<file path="src/rtl/mem_burst_arbiter_if.sv">
// Burst port bundle shared by both masters and the SDRAM controller.
// master: request/len/addr/wdata out; slave: strobes and read data out.
interface mem_burst_arbiter_if #(
  parameter int MEM_DATA_BITS = 16,
  parameter int ADDR_BITS     = 24,
  parameter int BUSRT_BITS    = 10
);
  logic                     rd_burst_req;
  logic                     wr_burst_req;
  logic [BUSRT_BITS-1:0]    rd_burst_len;
  logic [BUSRT_BITS-1:0]    wr_burst_len;
  logic [ADDR_BITS-1:0]     rd_burst_addr;
  logic [ADDR_BITS-1:0]     wr_burst_addr;
  logic [MEM_DATA_BITS-1:0] wr_burst_data;
  logic                     wr_burst_data_req;
  logic                     rd_burst_data_valid;
  logic                     rd_burst_finish;
  logic                     wr_burst_finish;
  logic [MEM_DATA_BITS-1:0] rd_burst_data;

  modport master (
    output rd_burst_req, wr_burst_req,
    output rd_burst_len, wr_burst_len,
    output rd_burst_addr, wr_burst_addr,
    output wr_burst_data,
    input  wr_burst_data_req, rd_burst_data_valid,
    input  rd_burst_finish, wr_burst_finish,
    input  rd_burst_data
  );

  modport slave (
    input  rd_burst_req, wr_burst_req,
    input  rd_burst_len, wr_burst_len,
    input  rd_burst_addr, wr_burst_addr,
    input  wr_burst_data,
    output wr_burst_data_req, rd_burst_data_valid,
    output rd_burst_finish, wr_burst_finish,
    output rd_burst_data
  );
endinterface

</file>
<file path="src/rtl/mem_burst_arbiter.sv">
// Two-master burst arbiter in front of one SDRAM controller.
// Ports: clk, rst (async, active-high); m0/m1 (slave side of the
// burst bundle); ctl (master side toward controller); grant_id
// = {valid, master}. Define ARB_FIXED_PRIO_EN for fixed m0 priority
// instead of round-robin.
module mem_burst_arbiter #(
  parameter int MEM_DATA_BITS = 16,
  parameter int ADDR_BITS     = 24,
  parameter int BUSRT_BITS    = 10
) (
  input  logic                 clk,
  input  logic                 rst,
  mem_burst_arbiter_if.slave   m0,
  mem_burst_arbiter_if.slave   m1,
  mem_burst_arbiter_if.master  ctl,
  output logic [1:0]           grant_id
);
  localparam logic [1:0] IDLE = 2'd0;
  localparam logic [1:0] RD   = 2'd1;
  localparam logic [1:0] WR   = 2'd2;
  localparam logic [1:0] DONE = 2'd3;

  logic [1:0]            state_q, state_d;
  logic                  gnt_v_q, gnt_v_d;
  logic                  gnt_m_q, gnt_m_d;
  logic                  dir_q, dir_d;
  logic                  zero_q, zero_d;
  logic                  rd_req_q, rd_req_d;
  logic                  wr_req_q, wr_req_d;
  logic [BUSRT_BITS-1:0] len_q, len_d;
  logic [ADDR_BITS-1:0]  addr_q, addr_d;
`ifndef ARB_FIXED_PRIO_EN
  logic                  last_q, last_d;
`endif

  logic                  m0_any, m1_any;
  logic                  sel, sel_wr;
  logic [BUSRT_BITS-1:0] sel_len;
  logic [ADDR_BITS-1:0]  sel_addr;
  logic                  g0, g1;

  // Pick a master, then write over read within it.
  always_comb begin
    m0_any = m0.rd_burst_req | m0.wr_burst_req;
    m1_any = m1.rd_burst_req | m1.wr_burst_req;
`ifdef ARB_FIXED_PRIO_EN
    sel = ~m0_any;
`else
    // last_q=1: m1 served last, so m0 has the turn
    sel = last_q ? ~m0_any : m1_any;
`endif
    sel_wr = sel ? m1.wr_burst_req : m0.wr_burst_req;
    if (sel) begin
      sel_len  = sel_wr ? m1.wr_burst_len : m1.rd_burst_len;
      sel_addr = sel_wr ? m1.wr_burst_addr : m1.rd_burst_addr;
    end else begin
      sel_len  = sel_wr ? m0.wr_burst_len : m0.rd_burst_len;
      sel_addr = sel_wr ? m0.wr_burst_addr : m0.rd_burst_addr;
    end
  end

  always_comb begin
    state_d  = state_q;
    gnt_v_d  = gnt_v_q;
    gnt_m_d  = gnt_m_q;
    dir_d    = dir_q;
    zero_d   = zero_q;
    rd_req_d = rd_req_q;
    wr_req_d = wr_req_q;
    len_d    = len_q;
    addr_d   = addr_q;
`ifndef ARB_FIXED_PRIO_EN
    last_d   = last_q;
`endif
    unique case (state_q)
      IDLE: begin
        if (m0_any | m1_any) begin
          gnt_v_d = 1'b1;
          gnt_m_d = sel;
          dir_d   = sel_wr;
          len_d   = sel_len;
          addr_d  = sel_addr;
`ifndef ARB_FIXED_PRIO_EN
          last_d  = sel;
`endif
          if (sel_len == '0) begin
            // empty burst: finish locally, never bother ctl
            zero_d  = 1'b1;
            state_d = DONE;
          end else if (sel_wr) begin
            wr_req_d = 1'b1;
            state_d  = WR;
          end else begin
            rd_req_d = 1'b1;
            state_d  = RD;
          end
        end
      end
      RD: begin
        if (ctl.rd_burst_finish) begin
          rd_req_d = 1'b0;
          state_d  = DONE;
        end
      end
      WR: begin
        if (ctl.wr_burst_finish) begin
          wr_req_d = 1'b0;
          state_d  = DONE;
        end
      end
      DONE: begin
        zero_d  = 1'b0;
        gnt_v_d = 1'b0;
        state_d = IDLE;
      end
    endcase
  end

  always_ff @(posedge clk or posedge rst) begin
    if (rst) begin
      state_q  <= IDLE;
      gnt_v_q  <= 1'b0;
      gnt_m_q  <= 1'b0;
      dir_q    <= 1'b0;
      zero_q   <= 1'b0;
      rd_req_q <= 1'b0;
      wr_req_q <= 1'b0;
      len_q    <= '0;
      addr_q   <= '0;
`ifndef ARB_FIXED_PRIO_EN
      last_q   <= 1'b1;
`endif
    end else begin
      state_q  <= state_d;
      gnt_v_q  <= gnt_v_d;
      gnt_m_q  <= gnt_m_d;
      dir_q    <= dir_d;
      zero_q   <= zero_d;
      rd_req_q <= rd_req_d;
      wr_req_q <= wr_req_d;
      len_q    <= len_d;
      addr_q   <= addr_d;
`ifndef ARB_FIXED_PRIO_EN
      last_q   <= last_d;
`endif
    end
  end

  assign g0 = gnt_v_q & ~gnt_m_q;
  assign g1 = gnt_v_q & gnt_m_q;

  assign ctl.rd_burst_req  = rd_req_q;
  assign ctl.wr_burst_req  = wr_req_q;
  assign ctl.rd_burst_len  = len_q;
  assign ctl.wr_burst_len  = len_q;
  assign ctl.rd_burst_addr = addr_q;
  assign ctl.wr_burst_addr = addr_q;
  assign ctl.wr_burst_data = g1 ? m1.wr_burst_data :
                             g0 ? m0.wr_burst_data : '0;

  assign m0.wr_burst_data_req   = g0 & ctl.wr_burst_data_req;
  assign m0.rd_burst_data_valid = g0 & ctl.rd_burst_data_valid;
  assign m0.rd_burst_finish     = g0 & (ctl.rd_burst_finish |
                                        (zero_q & ~dir_q));
  assign m0.wr_burst_finish     = g0 & (ctl.wr_burst_finish |
                                        (zero_q & dir_q));
  assign m0.rd_burst_data       = ctl.rd_burst_data;

  assign m1.wr_burst_data_req   = g1 & ctl.wr_burst_data_req;
  assign m1.rd_burst_data_valid = g1 & ctl.rd_burst_data_valid;
  assign m1.rd_burst_finish     = g1 & (ctl.rd_burst_finish |
                                        (zero_q & ~dir_q));
  assign m1.wr_burst_finish     = g1 & (ctl.wr_burst_finish |
                                        (zero_q & dir_q));
  assign m1.rd_burst_data       = ctl.rd_burst_data;

  assign grant_id = {gnt_v_q, gnt_m_q};
endmodule

</file>
<file path="src/flat_wrapper.sv">
// flat-port wrapper written by rule: the top's interface ports become plain ports
module mem_burst_arbiter_flat 
#(
  parameter int MEM_DATA_BITS = 16,
  parameter int ADDR_BITS     = 24,
  parameter int BUSRT_BITS    = 10
)
  (clk, rst, grant_id, m0_rd_burst_req, m0_wr_burst_req, m0_rd_burst_len, m0_wr_burst_len, m0_rd_burst_addr, m0_wr_burst_addr, m0_wr_burst_data, m0_wr_burst_data_req, m0_rd_burst_data_valid, m0_rd_burst_finish, m0_wr_burst_finish, m0_rd_burst_data, m1_rd_burst_req, m1_wr_burst_req, m1_rd_burst_len, m1_wr_burst_len, m1_rd_burst_addr, m1_wr_burst_addr, m1_wr_burst_data, m1_wr_burst_data_req, m1_rd_burst_data_valid, m1_rd_burst_finish, m1_wr_burst_finish, m1_rd_burst_data, ctl_rd_burst_req, ctl_wr_burst_req, ctl_rd_burst_len, ctl_wr_burst_len, ctl_rd_burst_addr, ctl_wr_burst_addr, ctl_wr_burst_data, ctl_wr_burst_data_req, ctl_rd_burst_data_valid, ctl_rd_burst_finish, ctl_wr_burst_finish, ctl_rd_burst_data);
  mem_burst_arbiter_if #(.MEM_DATA_BITS(MEM_DATA_BITS), .ADDR_BITS(ADDR_BITS), .BUSRT_BITS(BUSRT_BITS)) m0_i ();
  mem_burst_arbiter_if #(.MEM_DATA_BITS(MEM_DATA_BITS), .ADDR_BITS(ADDR_BITS), .BUSRT_BITS(BUSRT_BITS)) m1_i ();
  mem_burst_arbiter_if #(.MEM_DATA_BITS(MEM_DATA_BITS), .ADDR_BITS(ADDR_BITS), .BUSRT_BITS(BUSRT_BITS)) ctl_i ();
  input  logic clk;
  input  logic rst;
  output logic [1:0] grant_id;
  input wire logic [$bits(m0_i.rd_burst_req)-1:0] m0_rd_burst_req;
  input wire logic [$bits(m0_i.wr_burst_req)-1:0] m0_wr_burst_req;
  input wire logic [$bits(m0_i.rd_burst_len)-1:0] m0_rd_burst_len;
  input wire logic [$bits(m0_i.wr_burst_len)-1:0] m0_wr_burst_len;
  input wire logic [$bits(m0_i.rd_burst_addr)-1:0] m0_rd_burst_addr;
  input wire logic [$bits(m0_i.wr_burst_addr)-1:0] m0_wr_burst_addr;
  input wire logic [$bits(m0_i.wr_burst_data)-1:0] m0_wr_burst_data;
  output wire logic [$bits(m0_i.wr_burst_data_req)-1:0] m0_wr_burst_data_req;
  output wire logic [$bits(m0_i.rd_burst_data_valid)-1:0] m0_rd_burst_data_valid;
  output wire logic [$bits(m0_i.rd_burst_finish)-1:0] m0_rd_burst_finish;
  output wire logic [$bits(m0_i.wr_burst_finish)-1:0] m0_wr_burst_finish;
  output wire logic [$bits(m0_i.rd_burst_data)-1:0] m0_rd_burst_data;
  input wire logic [$bits(m1_i.rd_burst_req)-1:0] m1_rd_burst_req;
  input wire logic [$bits(m1_i.wr_burst_req)-1:0] m1_wr_burst_req;
  input wire logic [$bits(m1_i.rd_burst_len)-1:0] m1_rd_burst_len;
  input wire logic [$bits(m1_i.wr_burst_len)-1:0] m1_wr_burst_len;
  input wire logic [$bits(m1_i.rd_burst_addr)-1:0] m1_rd_burst_addr;
  input wire logic [$bits(m1_i.wr_burst_addr)-1:0] m1_wr_burst_addr;
  input wire logic [$bits(m1_i.wr_burst_data)-1:0] m1_wr_burst_data;
  output wire logic [$bits(m1_i.wr_burst_data_req)-1:0] m1_wr_burst_data_req;
  output wire logic [$bits(m1_i.rd_burst_data_valid)-1:0] m1_rd_burst_data_valid;
  output wire logic [$bits(m1_i.rd_burst_finish)-1:0] m1_rd_burst_finish;
  output wire logic [$bits(m1_i.wr_burst_finish)-1:0] m1_wr_burst_finish;
  output wire logic [$bits(m1_i.rd_burst_data)-1:0] m1_rd_burst_data;
  output wire logic [$bits(ctl_i.rd_burst_req)-1:0] ctl_rd_burst_req;
  output wire logic [$bits(ctl_i.wr_burst_req)-1:0] ctl_wr_burst_req;
  output wire logic [$bits(ctl_i.rd_burst_len)-1:0] ctl_rd_burst_len;
  output wire logic [$bits(ctl_i.wr_burst_len)-1:0] ctl_wr_burst_len;
  output wire logic [$bits(ctl_i.rd_burst_addr)-1:0] ctl_rd_burst_addr;
  output wire logic [$bits(ctl_i.wr_burst_addr)-1:0] ctl_wr_burst_addr;
  output wire logic [$bits(ctl_i.wr_burst_data)-1:0] ctl_wr_burst_data;
  input wire logic [$bits(ctl_i.wr_burst_data_req)-1:0] ctl_wr_burst_data_req;
  input wire logic [$bits(ctl_i.rd_burst_data_valid)-1:0] ctl_rd_burst_data_valid;
  input wire logic [$bits(ctl_i.rd_burst_finish)-1:0] ctl_rd_burst_finish;
  input wire logic [$bits(ctl_i.wr_burst_finish)-1:0] ctl_wr_burst_finish;
  input wire logic [$bits(ctl_i.rd_burst_data)-1:0] ctl_rd_burst_data;
  assign m0_i.rd_burst_req = m0_rd_burst_req;
  assign m0_i.wr_burst_req = m0_wr_burst_req;
  assign m0_i.rd_burst_len = m0_rd_burst_len;
  assign m0_i.wr_burst_len = m0_wr_burst_len;
  assign m0_i.rd_burst_addr = m0_rd_burst_addr;
  assign m0_i.wr_burst_addr = m0_wr_burst_addr;
  assign m0_i.wr_burst_data = m0_wr_burst_data;
  assign m0_wr_burst_data_req = m0_i.wr_burst_data_req;
  assign m0_rd_burst_data_valid = m0_i.rd_burst_data_valid;
  assign m0_rd_burst_finish = m0_i.rd_burst_finish;
  assign m0_wr_burst_finish = m0_i.wr_burst_finish;
  assign m0_rd_burst_data = m0_i.rd_burst_data;
  assign m1_i.rd_burst_req = m1_rd_burst_req;
  assign m1_i.wr_burst_req = m1_wr_burst_req;
  assign m1_i.rd_burst_len = m1_rd_burst_len;
  assign m1_i.wr_burst_len = m1_wr_burst_len;
  assign m1_i.rd_burst_addr = m1_rd_burst_addr;
  assign m1_i.wr_burst_addr = m1_wr_burst_addr;
  assign m1_i.wr_burst_data = m1_wr_burst_data;
  assign m1_wr_burst_data_req = m1_i.wr_burst_data_req;
  assign m1_rd_burst_data_valid = m1_i.rd_burst_data_valid;
  assign m1_rd_burst_finish = m1_i.rd_burst_finish;
  assign m1_wr_burst_finish = m1_i.wr_burst_finish;
  assign m1_rd_burst_data = m1_i.rd_burst_data;
  assign ctl_rd_burst_req = ctl_i.rd_burst_req;
  assign ctl_wr_burst_req = ctl_i.wr_burst_req;
  assign ctl_rd_burst_len = ctl_i.rd_burst_len;
  assign ctl_wr_burst_len = ctl_i.wr_burst_len;
  assign ctl_rd_burst_addr = ctl_i.rd_burst_addr;
  assign ctl_wr_burst_addr = ctl_i.wr_burst_addr;
  assign ctl_wr_burst_data = ctl_i.wr_burst_data;
  assign ctl_i.wr_burst_data_req = ctl_wr_burst_data_req;
  assign ctl_i.rd_burst_data_valid = ctl_rd_burst_data_valid;
  assign ctl_i.rd_burst_finish = ctl_rd_burst_finish;
  assign ctl_i.wr_burst_finish = ctl_wr_burst_finish;
  assign ctl_i.rd_burst_data = ctl_rd_burst_data;
  mem_burst_arbiter #(.MEM_DATA_BITS(MEM_DATA_BITS), .ADDR_BITS(ADDR_BITS), .BUSRT_BITS(BUSRT_BITS)) u_core (.clk(clk), .rst(rst), .m0(m0_i), .m1(m1_i), .ctl(ctl_i), .grant_id(grant_id));
endmodule
</file>
<file path="config.mk">
export PLATFORM = sky130hd
export DESIGN_NAME = mem_burst_arbiter_flat
export DESIGN_NICKNAME = d
export VERILOG_FILES = /design/src/rtl/mem_burst_arbiter_if.sv /design/src/rtl/mem_burst_arbiter.sv /design/src/flat_wrapper.sv
export SDC_FILE = /design/constraint.sdc
export NUM_CORES = 1
export LEC_CHECK = 0
export CAP_MARGIN = 10
export CORE_AREA = 2 2 126 128
export DETAILED_ROUTE_END_ITERATION = 10
export DIE_AREA = 0 0 128 130
export GPL_ROUTABILITY_DRIVEN = 0
export HOLD_SLACK_MARGIN = 0.02
export PLACE_DENSITY = 0.62
export SLEW_MARGIN = 40
export SYNTH_ARGS = -nofsm -noshare
export SYNTH_HDL_FRONTEND = slang
export SYNTH_SLANG_ARGS = --single-unit
export TNS_END_PERCENT = 100
</file>
<file path="constraint.sdc">
create_clock -name clk -period 2.92 [get_ports clk]
set_input_delay 0.584 -clock clk [delete_from_list [all_inputs] [get_ports clk]]
set_output_delay 0.584 -clock clk [all_outputs]
set_load 0.02 [all_outputs]
</file>
; Word level (Yosys, flattened, before mapping)
; Index checks and enable logic that the tools add are counted.
[op_classes]
bitwise_logic = 20
n_reduce_logical = 11
eq_ne = 10
muxes = 31
[ops]
columns = cell, count
row1 = $mux 24, 3
row2 = $mux 16, 2
row3 = $mux 10, 3
row4 = $mux 1, 13
row5 = $and 1x1->1, 12
row6 = $logic_not 10->1, 1
row7 = $mux 2, 5
row8 = $reduce_and 5->1, 2
row9 = $ne 2x2->1 const B, 4
row10 = $pmux 1 s2, 4
row11 = $pmux 2 s4, 1
row12 = $ne 2x1->1 const B, 3
row13 = $reduce_and 3->1, 2
row14 = $reduce_bool 2->1, 3
row15 = $or 1x1->1, 5
row16 = $eq 2x2->1 const B, 2
row17 = $reduce_and 2->1, 2
row18 = $not 1->1, 3
row19 = $eq 2x1->1 const B, 1
row20 = $logic_not 2->1, 1
[totals]
output_inout_bits = 128
register_bits = 43

; Longest topological paths before layout
[depth]
depth_word = 10
mapped_depth = 9

; Worst setup path before layout
; OpenSTA, ideal clock, no wires.
[synth_path]
path_type = input port to flip-flop
from = input m1_wr_burst_req
to = register u_core.wr_req_q (netlist: u_core.ctl.wr_burst_req)
required_time_ns = 2.795
n_path_buf = 2
stages = 8
slack_ns = 0.255
arrival_time_ns = 2.540
cell_sequence = buf_6 or2_1 buf_6 a31o_1 o311ai_0 nand4_1 nor4b_4 mux2_4
[synth_between]
elab_chain_cells = 8
word_cells_on_any_way = 12
[synth_lines]
columns = element, line
row1 = start: declaration, flat_wrapper.sv:28  ; input wire logic [$bits(m1_i.wr_burst_req)-1:0] m1_wr_burst_req;
row2 = $or 1x1->1, mem_burst_arbiter.sv:45  ; m1_any = m1.rd_burst_req | m1.wr_burst_req;
row3 = $mux 1, mem_burst_arbiter.sv:50  ; sel = last_q ? ~m0_any : m1_any;
row4 = $mux 1, mem_burst_arbiter.sv:52  ; sel_wr = sel ? m1.wr_burst_req : m0.wr_burst_req;
row5 = "$mux 10, on equally long branches", "mem_burst_arbiter.sv:57, mem_burst_arbiter.sv:54"
row6 = $mux 10, mem_burst_arbiter.sv:53  ; if (sel) begin
row7 = $logic_not 10->1, mem_burst_arbiter.sv:86  ; if (sel_len == '0) begin
row8 = $ne 2x2->1 (no line), --
row9 = $reduce_and 5->1 (no line) *, --
row10 = end signal: assignment, mem_burst_arbiter.sv:140  ; wr_req_q <= wr_req_d;
row11 = end: declaration, mem_burst_arbiter.sv:29  ; logic wr_req_q, wr_req_d;
; Mark *: on every way between the ends. The rest lies on a longest branch, timed or not.
; A chain may end at the register's enable or synchronous reset.

; Worst setup path in the final report
[layout_path]
from = input m0_wr_burst_req
to = register u_core.zero_q
[layout_between]
elab_chain_cells = 9
word_cells_on_any_way = 12
[layout_lines]
columns = element, line
row1 = start: declaration, flat_wrapper.sv:16  ; input wire logic [$bits(m0_i.wr_burst_req)-1:0] m0_wr_burst_req;
row2 = $or 1x1->1, mem_burst_arbiter.sv:44  ; m0_any = m0.rd_burst_req | m0.wr_burst_req;
row3 = $not 1->1, mem_burst_arbiter.sv:50
row4 = $mux 1, mem_burst_arbiter.sv:50
row5 = $mux 1, mem_burst_arbiter.sv:52
row6 = "$mux 10, on equally long branches", "mem_burst_arbiter.sv:57, mem_burst_arbiter.sv:54"
row7 = $mux 10, mem_burst_arbiter.sv:53
row8 = $logic_not 10->1, mem_burst_arbiter.sv:86
row9 = $ne 2x1->1 (no line), --
row10 = $reduce_and 3->1 (no line) *, --
row11 = end signal: assignment, mem_burst_arbiter.sv:138  ; zero_q <= zero_d;
row12 = end: declaration, mem_burst_arbiter.sv:27  ; logic zero_q, zero_d;
; Marks and branches as above.

==> flow_metrics.env <==
export IMPL_setup_viol=0
export IMPL_wl_met2_um=7900
export IMPL_clkTransAtPathRegs_ns=0.07
export IMPL_synth_edf_count=0
export IMPL_whs_ns=0.514
export IMPL_status="complete, no violations"
export IMPL_reg2reg_slack_ns=0.22
export IMPL_power_leakage_uw=0.00277
export IMPL_h_tree_depth=2
export IMPL_final_max_slew_viol_count=0
export IMPL_die_w_um=128
export IMPL_min_path_type="reg -> reg"
export IMPL_rr_startpoint="u_core.last_q"
export IMPL_start_util_pct=25.2
export IMPL_finalPower_uw=5770
export IMPL_highest_layer="met4"
export IMPL_dp_hpwl_um=13000
export IMPL_worstPathRequired_ns=3.13
export IMPL_syn_num_nets=699
export IMPL_final_setup_tns_ns=0
export IMPL_grt_pass1_vias=4443
export IMPL_tritoncts="done"
export IMPL_endpoint="u_core.zero_q"
export IMPL_end_kind="flop"
export IMPL_grt_max_degree=36
export IMPL_clk_path_buf_depth=2
export IMPL_p_sw_uw=2540
export IMPL_viasPerCell=4.76
export IMPL_drive_above_1_share_pct=12.7
export IMPL_ys_types=47
export IMPL_dr_pass1_iters=4
export IMPL_insertion_delay_ns=0.29
export IMPL_syn_avg_cell_area_sq_um=7.76
export IMPL_wl_met3_um=1260
export IMPL_p_int_uw=3230
export IMPL_peakVddDrop_uv=488
export IMPL_start_kind="primary input"
export IMPL_wl_met1_um=6570
export IMPL_syn_inst=501
export IMPL_slew_headroom_pct=59.3
export IMPL_fp_dieArea_sq_um=16600
export IMPL_worstReg2RegEnd="u_core.zero_q"
export IMPL_synth_area_top_cells="dfrtp_1 (27%), buf_4 (13%), nand2_1 (9.4%)"
export IMPL_sw_frac_of_total_pct=44.1
export IMPL_post_cts_buffers=0
export IMPL_grt_pass1_wl_um=23200
export IMPL_syn_area_sq_um=3890
export IMPL_die_y_um=130
export IMPL_root_buffer="clkbuf_16"
export IMPL_pwr_share_seq_pct=21.4
export IMPL_arrival_ns=3.02
export IMPL_area_growth_pct=75.7
export IMPL_crit_type="in -> reg"
export IMPL_netlist_area_leader_share_pct=27.0
export IMPL_synth_warnings=0
export IMPL_worstHoldStart="u_core.ctl.rd_burst_addr[15]"
export IMPL_synth_top_cell_by_area="dfrtp_1"
export IMPL_postRouteAntennaNets=0
export IMPL_numCtsBuffers=5
export IMPL_reg2regPathDepth=8
export IMPL_synthTopCellsByCount="nand2_1 (97), buf_4 (68), a21oi_1 (49), dfrtp_1 (42), o21ai_0 (36)"
export IMPL_core_sq_um=15400
export IMPL_rsz0062_at_grt="no"
export IMPL_post_route_period_util_pct=96.2
export IMPL_finalHoldViolations=0
export IMPL_power_frac_comb_pct=67.4
export IMPL_ys_ff_latch=43
export IMPL_grt_usage_pct=17.8
export IMPL_max_slew_worst_pin_slew_ns=0.610
export IMPL_multi_input_area_sq_um=2160
export IMPL_max_stage_delay_ns=0.56
export IMPL_finClkSkew_ns=0.00903
export IMPL_cts_sinks=43
export IMPL_drcViolationCount=0
export IMPL_n_antenna_cell=0
export IMPL_maxCapViolCount=0
export IMPL_slowest_stage="clkdlybuf4s50_1"
export IMPL_vias=4372
export IMPL_clkPwrFrac_pct=11.2
export IMPL_synth_most_common_cell="nand2_1"
export IMPL_crit_chain="clkdlybuf4s50_1, buf_4, o211ai_1, o21ai_1, o311ai_1, nand4_1, nor4b_4, buf_4, mux2i_1"
export IMPL_cts_hold_buf=0
export IMPL_drtIter0Drc=180
export IMPL_fin_nets=924
export IMPL_cts_repair_resized=0
export IMPL_max_freq_mhz=356
export IMPL_cp_max_fo=8
export IMPL_seq_area_sq_um=1080
export IMPL_antenna_found_initial=0
export IMPL_power_density_nw_per_um2=844
export IMPL_fill_cells=1512
export IMPL_yosys_most_used_dff="dfrtp_1"
export IMPL_drt_wirelength_per_cell_um=17.2
export IMPL_yosysSeqAreaShare_pct=27.7
export IMPL_crit_top_cell="buf_4"
export IMPL_worstSetupStartpoint="m0_wr_burst_req"
export IMPL_period_minus_slack_ns=2.81
export IMPL_routed_wl_um=15800
export IMPL_grt_overflow_total=0
export IMPL_io_pins=322
export IMPL_synthArstFlopShare_pct=100
export IMPL_numPortBuffers=273
export IMPL_row_count=46
[flip-flops by register name (all words and copies together) (netlist names)]
register	cells
u_core.ctl.rd_burst_addr	24
u_core.ctl.rd_burst_len	10
u_core.ctl.rd_burst_req	1
u_core.ctl.wr_burst_req	1
u_core.dir_q	1
u_core.gnt_m_q	1
u_core.gnt_v_q	1
u_core.last_q	1
u_core.state_q	2
u_core.zero_q	1
[per-stage QoR]
step                std cells  area, sq um  setup WS [ns]  utilization, %
detailed placement        911         6640         -0.289            43.0
CTS                       919         6810        0.00892            44.1
finish                    919         6830          0.110            44.3
global placement          911         6640         -0.177            43.0
floorplan                 501         3890          0.255               -
global route              919         6830        0.00492            44.3
[cell type report]
class                      instances  area share (%)
clock buffer                       5            1.83
sequential                        43            15.8
inverter                          11           0.623
tap                              192            3.52
multi-input combinational        343            31.7
clock inverter                     3           0.641
timing repair buffer             322            45.9
[power by group through the flow]
stage | registers, uW | logic (uW) | clock network, uW
2_1_floorplan | 1350 | 2150 | 0
3_3_place_gp | 1240 | 3840 | 0
3_5_place_dp | 1250 | 3890 | 0
4_1_cts | 1250 | 3900 | 668
5_1_grt | 1290 | 4200 | 699
6_report | 1240 | 3890 | 646
[worst min-delay path by stage]
stage | to | slack, ns | depth (start not counted)
finish | u_core.ctl.rd_burst_addr[15] | 0.51 | 1
global route | u_core.ctl.rd_burst_addr[20] | 0.54 | 2
CTS | u_core.ctl.rd_burst_addr[15] | 0.52 | 1
detailed placement | u_core.ctl.rd_burst_addr[15] | 0.51 | 1
global placement | u_core.ctl.rd_burst_addr[15] | 0.49 | 1
floorplan | u_core.dir_q | 0.53 | 2
[per-layer routing]
layer / vias up / global-route usage (%)
li1: 2125 / -
met1: 2026 / 22.2
met4: 0 / 3.30
met3: 11 / 3.73
met5: - / 0
met2: 210 / 32.2
[critical path, delay by kind of cell]
family	cells	cell delay (ns)
buf+inv	3	0.98
compound gates	3	0.65
simple gates	2	0.60
mux	1	0.19
[cells in the final DEF, fill, tap and decap left out, types with 17 or more instances in the layout]
cell type / synthesis / layout
clkdlybuf4s50_1: 0 / 273
dfrtp_1: 42 / 41
nand2_1: 97 / 96
buf_4: 68 / 46
a21oi_1: 49 / 49
o21ai_0: 36 / 35
mux2_2: 21 / 21
nor2b_1: 17 / 17
mux2i_1: 19 / 19
[logic make-up (layout without fill, tap and decap cells)]
kind of cell    count (synthesis)  in the layout  synth area share, %
fa+ha+maj                       4              4                 1.29
simple gates                  156            156                 19.3
mux                            41             41                 11.4
compound gates                142            142                 22.1
flops                          43             43                 27.7
buf+inv                       115            341                 18.3
No activity file was read; power rests on OpenSTA's default activity.
